[config.mk]
export PLATFORM = sky130hd
export DESIGN_NAME = fifo_mem_core
export DESIGN_NICKNAME = d
export VERILOG_FILES = /design/src/rtl/fifo_mem_core_pkg.sv /design/src/rtl/fifo_mem_ram.sv /design/src/rtl/fifo_mem_core.sv
export SDC_FILE = /design/constraint.sdc
export NUM_CORES = 1
export LEC_CHECK = 0
export BUFFER_PORTS_ARGS = -buffer_cell sky130_fd_sc_hd__buf_2
export CAP_MARGIN = 20
export CORE_MARGIN = 2
export CORE_UTILIZATION = 30
export DETAILED_ROUTE_END_ITERATION = 10
export MAX_ROUTING_LAYER = met4
export SLEW_MARGIN = 25
export SYNTH_ARGS = -nofsm -noshare
export SYNTH_HDL_FRONTEND = slang
export SYNTH_SLANG_ARGS = --single-unit
[constraint.sdc]
create_clock -name CLK -period 4 [get_ports CLK]
set_input_delay 0.8 -clock CLK [delete_from_list [all_inputs] [get_ports CLK]]
set_output_delay 0.8 -clock CLK [all_outputs]
set_load 0.02 [all_outputs]
[src/rtl/fifo_mem_core_pkg.sv]
// Shared FIFO parameter defaults, derived widths and types for the memory core.
package FIFO_param_pkg;

  localparam int WIDTH = 32;
  localparam int DEPTH = 16;
  localparam int PTR_W = $clog2(DEPTH);
  localparam int CNT_W = $clog2(DEPTH + 1);

  typedef logic [WIDTH-1:0] word_t;
  typedef logic [PTR_W-1:0] ptr_t;
  typedef logic [CNT_W-1:0] cnt_t;

  // Encoding matches {read_accepted, write_accepted}.
  typedef enum logic [1:0] {
    OP_IDLE = 2'b00,
    OP_WR   = 2'b01,
    OP_RD   = 2'b10,
    OP_RW   = 2'b11
  } op_e;

endpackage

[src/rtl/fifo_mem_ram.sv]
// DEPTH x WIDTH storage with synchronous write and a registered, resettable read-data port.
module fifo_mem_ram #(
  parameter int WIDTH = 8,
  parameter int DEPTH = 4,
  localparam int AW   = $clog2(DEPTH)
) (
  input  logic             clk_i,
  input  logic             srst_i,
  input  logic             we_i,
  input  logic [AW-1:0]    waddr_i,
  input  logic [WIDTH-1:0] wdata_i,
  input  logic             re_i,
  input  logic [AW-1:0]    raddr_i,
  output logic [WIDTH-1:0] rdata_o
);

  logic [WIDTH-1:0] mem_q [DEPTH];
  logic [WIDTH-1:0] rdata_q;

  always_ff @(posedge clk_i) begin
    if (we_i) begin
      mem_q[waddr_i] <= wdata_i;
    end
  end

  // Read-first: a same-address write in this cycle is not visible until the next read.
  always_ff @(posedge clk_i) begin
    if (srst_i) begin
      rdata_q <= '0;
    end else if (re_i) begin
      rdata_q <= mem_q[raddr_i];
    end
  end

  assign rdata_o = rdata_q;

endmodule

[src/rtl/fifo_mem_core.sv]
// Circular-buffer FIFO memory: pointers, occupancy count, error pulses and status flags.
// Define FIFO_MEM_ALMOST_FLAGS_EN to add the mem_afull / mem_aempty outputs.
module fifo_mem_core #(
  parameter int WIDTH = FIFO_param_pkg::WIDTH,
  parameter int DEPTH = FIFO_param_pkg::DEPTH
`ifdef FIFO_MEM_ALMOST_FLAGS_EN
  ,
  parameter int AF_LEVEL = DEPTH - 2,
  parameter int AE_LEVEL = 2
`endif
) (
  input  logic             CLK,
  input  logic             RST,
  input  logic             mem_wr_en,
  input  logic [WIDTH-1:0] fifo_wr_data,
  input  logic             mem_rd_en,
  output logic [WIDTH-1:0] fifo_rd_data,
  output logic             mem_wr_err,
  output logic             mem_rd_err,
  output logic             mem_full,
  output logic             mem_empty
`ifdef FIFO_MEM_ALMOST_FLAGS_EN
  ,
  output logic             mem_afull,
  output logic             mem_aempty
`endif
);

  import FIFO_param_pkg::*;

  localparam int AW = $clog2(DEPTH);
  localparam int CW = $clog2(DEPTH + 1);

  logic [AW-1:0] wr_ptr_q, wr_ptr_d;
  logic [AW-1:0] rd_ptr_q, rd_ptr_d;
  logic [CW-1:0] count_q, count_d;
  logic          wr_err_q, wr_err_d;
  logic          rd_err_q, rd_err_d;
  logic          rd_accept, wr_accept;
  op_e           op;

  always_comb begin
    rd_accept = mem_rd_en && (count_q != '0);
    // A full FIFO can still take a write when a read frees a slot in the same cycle.
    wr_accept = mem_wr_en && ((count_q != CW'(DEPTH)) || rd_accept);
    op        = op_e'({rd_accept, wr_accept});

    wr_ptr_d = wr_ptr_q;
    rd_ptr_d = rd_ptr_q;
    count_d  = count_q;
    wr_err_d = mem_wr_en && !wr_accept;
    rd_err_d = mem_rd_en && !rd_accept;

    if (wr_accept) begin
      wr_ptr_d = (wr_ptr_q == AW'(DEPTH - 1)) ? '0 : wr_ptr_q + 1'b1;
    end
    if (rd_accept) begin
      rd_ptr_d = (rd_ptr_q == AW'(DEPTH - 1)) ? '0 : rd_ptr_q + 1'b1;
    end

    case (op)
      OP_WR:   count_d = count_q + 1'b1;
      OP_RD:   count_d = count_q - 1'b1;
      default: count_d = count_q;
    endcase
  end

  always_ff @(posedge CLK) begin
    if (RST) begin
      wr_ptr_q <= '0;
      rd_ptr_q <= '0;
      count_q  <= '0;
      wr_err_q <= 1'b0;
      rd_err_q <= 1'b0;
    end else begin
      wr_ptr_q <= wr_ptr_d;
      rd_ptr_q <= rd_ptr_d;
      count_q  <= count_d;
      wr_err_q <= wr_err_d;
      rd_err_q <= rd_err_d;
    end
  end

  fifo_mem_ram #(
    .WIDTH (WIDTH),
    .DEPTH (DEPTH)
  ) u_ram (
    .clk_i   (CLK),
    .srst_i  (RST),
    .we_i    (wr_accept && !RST),
    .waddr_i (wr_ptr_q),
    .wdata_i (fifo_wr_data),
    .re_i    (rd_accept && !RST),
    .raddr_i (rd_ptr_q),
    .rdata_o (fifo_rd_data)
  );

  assign mem_wr_err = wr_err_q;
  assign mem_rd_err = rd_err_q;
  assign mem_full   = (count_q == CW'(DEPTH));
  assign mem_empty  = (count_q == '0);

`ifdef FIFO_MEM_ALMOST_FLAGS_EN
  assign mem_afull  = (count_q >= CW'(AF_LEVEL));
  assign mem_aempty = (count_q <= CW'(AE_LEVEL));
`endif

endmodule

==> flow_summary.json, run 1 <==
{
  "min_period_ns": 2.95,
  "power_leakage_nw": 7.67,
  "die_w_microns": 270,
  "setup_viol": 0,
  "yosysWarnings": 0,
  "cap_violations": 0,
  "timing.fmax_mhz": 339,
  "pwr_density_cell_mw_per_mm2": 591,
  "clock_latency_ns": 0.60,
  "area_delta_synth_final_pct": 16.8,
  "via_count": 10500,
  "startpoint_type": "flip-flop",
  "clk_path_buf_depth": 3,
  "die_h_microns": 270,
  "cts_buffers": 55,
  "tightest_slew_ns": 1.04,
  "cts_htree_levels": 2,
  "drtIter0Drc": 914,
  "wire_per_inst_microns": 22.6,
  "clkTransAtPathRegs_ns": 0.07,
  "die-area_sq_mm": 0.0731,
  "io_pins": 72,
  "slew_violations": 0,
  "synthFlopType": "edfxtp_1",
  "rows": 97,
  "status": "complete, no violations",
  "gp_congestion": 0.740,
  "cts_hold_buf": 0,
  "hp-class": "flip-flop to flip-flop",
  "ctsResizeCount": 0,
  "report.power.total_w": 0.0147,
  "dp_hpwl_microns": 28100,
  "fillers": 6559,
  "cp.arrival_ns": 2.15,
  "criticalPathCategory": "flip-flop to primary output",
  "place.port_buffers": 71,
  "grt_pass1_vias": 10800,
  "drtAntennaViolNets": 0,
  "grt_max_degree": 86,
  "viasPerCell": 4.88,
  "crit_fanout": 7,
  "clockRootBuffer": "clkbuf_16",
  "avgSynthCellArea_sq_um": 20.2,
  "synth_edf_count": 512,
  "finalHoldViolCount": 0,
  "rsz0062_at_grt": "false",
  "wl_microns": 48500,
  "cts_tree": "built",
  "mostFrequentLayoutCells": "512 x edfxtp_1, 96 x mux4_2, 71 x buf_2, 69 x mux2i_1, 57 x clkbuf_16",
  "grt_pass1_wl_microns": 72200,
  "drive_above_1_share": 0.271,
  "cts_setup_buffers": 0,
  "layout_commonest_cell": "edfxtp_1",
  "nets": 1204,
  "ir_drop_mv": 0.443,
  "layout_worst_path_cycle_share": 0.738,
  "first_pass_iters": 6,
  "grt.total_usage": 0.136,
  "relSlewSlack": 0.304,
  "netlist_instances": 1054,
  "remaining_drc_errors": 0,
  "synth_cell_types": 44,
  "yosysSeqAreaShare": 0.766,
  "syn_nets": 1099,
  "antenna_found_initial": 2,
  "synthArstFlopShare": 0,
  "initial_core_util": 0.304,
  "end_kind": "primary output",
  "synth.cell_area_sq_mm": 0.0213,
  "critical_path_required_ns": 3.20,
  "overflow": 0,
  "finClkSkew_ns": 0.0229,
  "cts.sinks": 559,
  "fin_tns_setup_ns": 0,
  "core-area_sq_mm": 0.0701,
  "synth_seq_cells": 559
}
-- worst max-delay path: stages, from the launching register on --
cell     delay (ns)
dfxtp_1        0.36
or4_1          0.69
nor2_1         0.28
buf_2          0.22
-- flip-flops by register name, summed over array words and instances, names as in the netlist --
signal / flops
wr_ptr_q: 4
count_q: 5
rd_ptr_q: 4
u_ram.rdata_o: 32
mem_wr_err: 1
mem_rd_err: 1
u_ram.mem_q: 512
-- cell usage after synthesis, drive strengths merged (5+ instances only) --
| library cell | number | area share |
|---|---|---|
| a22oi | 32 | 0.011 |
| ha | 8 | 0.0047 |
| clkbuf | 27 | 0.0048 |
| mux2i | 70 | 0.033 |
| edfxtp | 512 | 0.72 |
| a211oi | 65 | 0.027 |
| nor3 | 9 | 0.0021 |
| dfxtp | 47 | 0.044 |
| nor2b | 5 | 0.0015 |
| a21oi | 6 | 0.0014 |
| nand2b | 7 | 0.0021 |
| nor2 | 54 | 0.0095 |
| buf | 35 | 0.011 |
| mux4 | 96 | 0.10 |
| o22ai | 32 | 0.0094 |
| nand2 | 13 | 0.0023 |
-- per-layer routing --
layer	GRT usage	vias to the layer above	wire length, microns
met5	-	-	0
met1	0.184	5530	21800
met3	0.0344	50	3090
met4	0.0291	0	692
met2	0.207	302	22900
li1	-	4589	-
-- worst paths after layout --
kind,from,end,slack [ns],cells past startpoint
worst max-delay path,count_q[0],mem_empty,1.05,3
worst min-delay path,u_ram.rdata_o[27],u_ram.rdata_o[27],0.50,2
worst max register to register,rd_ptr_q[1],u_ram.rdata_o[5],1.22,4
worst min register to register,u_ram.rdata_o[27],u_ram.rdata_o[27],0.50,2
-- per-stage QoR --
stage,utilization,hold WS [ns],area [sq um],setup WS [ns],cells
after CTS,0.355,0.510,24900,1.05,2145
final,0.355,0.502,24900,1.05,2147
after floorplan,-,0.476,21300,0.772,1054
after global placement,0.328,0.494,23000,1.13,2038
after detailed placement,0.329,0.496,23100,1.11,2042
after global routing,0.355,0.540,24900,0.964,2147
-- cells by family (layout without fill, tap and decap cells) --
| logic type | Yosys count | in the layout | synth area share |
|---|---|---|---|
| flip-flops | 559 | 559 | 0.766 |
| AND/OR/NAND/NOR | 101 | 101 | 0.0216 |
| other | 0 | 2 | 0 |
| AO/OA/AOI/OAI | 148 | 148 | 0.0538 |
| XOR/XNOR | 2 | 2 | 0.000823 |
| multiplexers | 169 | 169 | 0.136 |
| buffers and inverters | 66 | 217 | 0.0160 |
| adder cells (fa/ha/maj) | 9 | 9 | 0.00564 |
-- power by group --
part	switching, W	internal, W	total, W
clock	0.00213	0.00295	0.00508
sequential	0.000242	0.00661	0.00685
combinational	0.00160	0.00117	0.00277
-- layout make-up --
| type | instances | area, sq um | share of cell area |
|---|---|---|---|
| diodes | 2 | 5.00 | 0.000201 |
| clock buffers | 82 | 1560 | 0.0627 |
| clock inverters | 21 | 208 | 0.00835 |
| inverters | 4 | 15.0 | 0.000603 |
| multi-input cells | 429 | 4800 | 0.193 |
| flip-flops and latches | 559 | 16300 | 0.656 |
| well taps | 940 | 1180 | 0.0473 |
| repair buffers | 110 | 791 | 0.0318 |
Note: power is estimated with default switching activity, not from simulation.
==> inputs of run 2 (changes only) <==
--- a/config.mk
+++ b/config.mk
@@ -5,6 +5,7 @@
 export SDC_FILE = /design/constraint.sdc
 export NUM_CORES = 1
 export LEC_CHECK = 0
+export ABC_AREA = 1
 export BUFFER_PORTS_ARGS = -buffer_cell sky130_fd_sc_hd__buf_2
 export CAP_MARGIN = 20
 export CORE_MARGIN = 2
==> constraint.sdc (replaced) <==
create_clock -name CLK -period 2.8 [get_ports CLK]
set_input_delay 0.56 -clock CLK [delete_from_list [all_inputs] [get_ports CLK]]
set_output_delay 0.56 -clock CLK [all_outputs]
set_load 0.02 [all_outputs]
==> flow_summary.json, run 2 <==
{
  "synthFlopType": "edfxtp_1",
  "gp_congestion": 0.800,
  "min_from": "RST",
  "startpoint_type": "flip-flop",
  "largest-register": "u_ram.mem_q",
  "layout_worst_path_cycle_share": 0.887,
  "cp.arrival_ns": 2.78,
  "grt_pass1_vias": 13700,
  "setup_viol": 0,
  "yosysWarnings": 0,
  "yosysMostFrequentCell": "edfxtp_1",
  "io_pins": 72,
  "layout_commonest_cell": "edfxtp_1",
  "synth.cell_area_sq_mm": 0.0222,
  "cts_setup_buffers": 0,
  "area_delta_synth_final_pct": 16.2,
  "multi_input_area_sq_mm": 0.00534,
  "timing.fmax_mhz": 403,
  "yosysSeqAreaShare": 0.733,
  "ir_drop_mv": 0.593,
  "clockRootBuffer": "clkbuf_16",
  "drtAntennaViolNets": 0,
  "remaining_drc_errors": 0,
  "drive_above_1_share": 0.123,
  "first_pass_iters": 5,
  "cp_slowest_stage_delay_ns": 0.43,
  "nets": 1965,
  "place.port_buffers": 71,
  "holdPathStages": 2,
  "synth_cell_types": 26,
  "cap_violations": 0,
  "grt_max_degree": 141,
  "rrSetupSlack_ns": 0.32,
  "clock_latency_ns": 0.64,
  "relSlewSlack": 0.506,
  "wire_per_inst_microns": 18.8,
  "yosysTopAreaCell": "edfxtp_1",
  "rsz0062_at_grt": "false",
  "cts_tree": "built",
  "synth_top_area_frac": 0.691,
  "critPathLaunch": "count_q[0]",
  "critical_path_required_ns": 3.10,
  "viasPerCell": 4.83,
  "initial_core_util": 0.304,
  "clk_path_buf_depth": 3,
  "synthTopCellsByArea": "edfxtp_1 69%, nor2_1 6.0%, nand2_1 4.9%",
  "die_w_microns": 276,
  "overflow": 0,
  "seq_area_sq_mm": 0.0163,
  "grt.total_usage": 0.145,
  "ctsResizeCount": 0,
  "cts_hold_buf": 0,
  "drtIter0Drc": 1425,
  "rows": 99,
  "antenna_found_initial": 0,
  "synth_seq_cells": 559,
  "cts_buffers": 57,
  "tightest_slew_ns": 0.740,
  "min_period_ns": 2.48,
  "clkTransAtPathRegs_ns": 0.06,
  "crit_slowest_cell": "dfxtp_1",
  "die-area_sq_mm": 0.0763,
  "finalHoldViolCount": 0,
  "timing.rr.end": "u_ram.mem_q[7][2]",
  "die_h_microns": 276,
  "end_kind": "flip-flop",
  "syn_nets": 1900,
  "cp_common_cell": "nand2_1",
  "mostFrequentLayoutCells": "512 x edfxtp_1, 336 x nor2_1, 293 x nand2_1, 199 x o21ai_0, 172 x nand3_1",
  "dp_hpwl_microns": 31900,
  "final_core_util": 0.353,
  "netlist_instances": 1855,
  "synth_edf_count": 512,
  "reg2reg_from": "count_q[0]",
  "cts.sinks": 559,
  "largest_register_ffs": 512,
  "core-area_sq_mm": 0.0732,
  "reg2reg_depth": 9,
  "crit_fanout": 20,
  "hold_end": "wr_ptr_q[0]",
  "power_leakage_nw": 8.86,
  "cts_htree_levels": 2,
  "grt_pass1_wl_microns": 83500,
  "pwr_density_cell_mw_per_mm2": 826,
  "synth_commonest_cells": "512 x edfxtp_1, 353 x nor2_1, 293 x nand2_1, 199 x o21ai_0, 172 x nand3_1",
  "fin_hold_ws_ns": 0.211,
  "status": "complete, no violations",
  "criticalPathCategory": "flip-flop to flip-flop",
  "wl_microns": 55000,
  "worstPathCellList": "nor2_1 > nand3_1 > inv_1 > nand2_1 > nand2_1 > nor2_1 > nand2_1 > nor2_4 > buf_4",
  "antenna_cells": 0,
  "hp-class": "primary input to flip-flop",
  "synthArstFlopShare": 0,
  "slew_violations": 0,
  "via_count": 14100,
  "finClkSkew_ns": 0.0308,
  "fillers": 6946,
  "avgSynthCellArea_sq_um": 12.0
}
-- run 2: kinds of logic (layout without fill, tap and decap cells) --
family          Yosys count  in the layout  share of synthesized area
compound gates          306            306                     0.0724
xor+xnor                  5              5                    0.00197
fa+ha+maj                 9              9                    0.00540
buf+inv                 134            248                     0.0321
flops                   559            559                      0.733
simple gates            842            842                      0.155
-- run 2: critical path: cells and delay by family, from the launching register on --
family / cells / cell delay (ns)
simple gates: 7 / 1.31
flops: 1 / 0.43
buf+inv: 2 / 0.40
-- run 2: cell type report --
class,count,share of cell area
Sequential cell,559,0.632
Multi-Input combinational cell,1162,0.206
Clock buffer,82,0.0615
Tap cell,959,0.0464
Timing Repair Buffer,117,0.0378
Clock inverter,26,0.0127
Inverter,23,0.00363
-- run 2: through the flow --
stage | TNS, ns | instance area, sq um | total power (W) | instances | worst slack (ns)
floorplan | -97.40 | 22200 | 0.0126 | 1855 | -0.190
global placement | 0 | 23900 | 0.0138 | 2820 | 0.323
detailed placement | 0 | 23900 | 0.0138 | 2820 | 0.313
CTS | 0 | 25800 | 0.0215 | 2928 | 0.371
global route | 0 | 25800 | 0.0223 | 2928 | 0.103
finish | 0 | 25800 | 0.0213 | 2928 | 0.316
-- run 2: routing by layer --
| layer | GRT usage | routed length [microns] | vias up |
|---|---|---|---|
| met5 | - | 0 | - |
| met4 | 0.0409 | 1080 | 0 |
| met3 | 0.0214 | 2890 | 79 |
| met2 | 0.234 | 26600 | 402 |
| met1 | 0.192 | 24400 | 6989 |
| li1 | - | - | 6679 |
-- run 2: how the worst max path moves through the flow --
stage                     cells past startpoint  slack (ns)                  to
after floorplan                               8       -0.19   u_ram.mem_q[0][0]
after global placement                        8        0.32   u_ram.mem_q[5][7]
after detailed placement                      8        0.31  u_ram.mem_q[5][10]
after CTS                                     9        0.37  u_ram.mem_q[10][7]
after global routing                          9        0.10  u_ram.mem_q[5][30]
final                                         9        0.32   u_ram.mem_q[7][2]
-- run 2: power by group --
group / switching (W) / total [W] / internal [W]
Sequential: 0.000208 / 0.00958 / 0.00937
Combinational: 0.00287 / 0.00405 / 0.00119
Clock: 0.00320 / 0.00771 / 0.00452
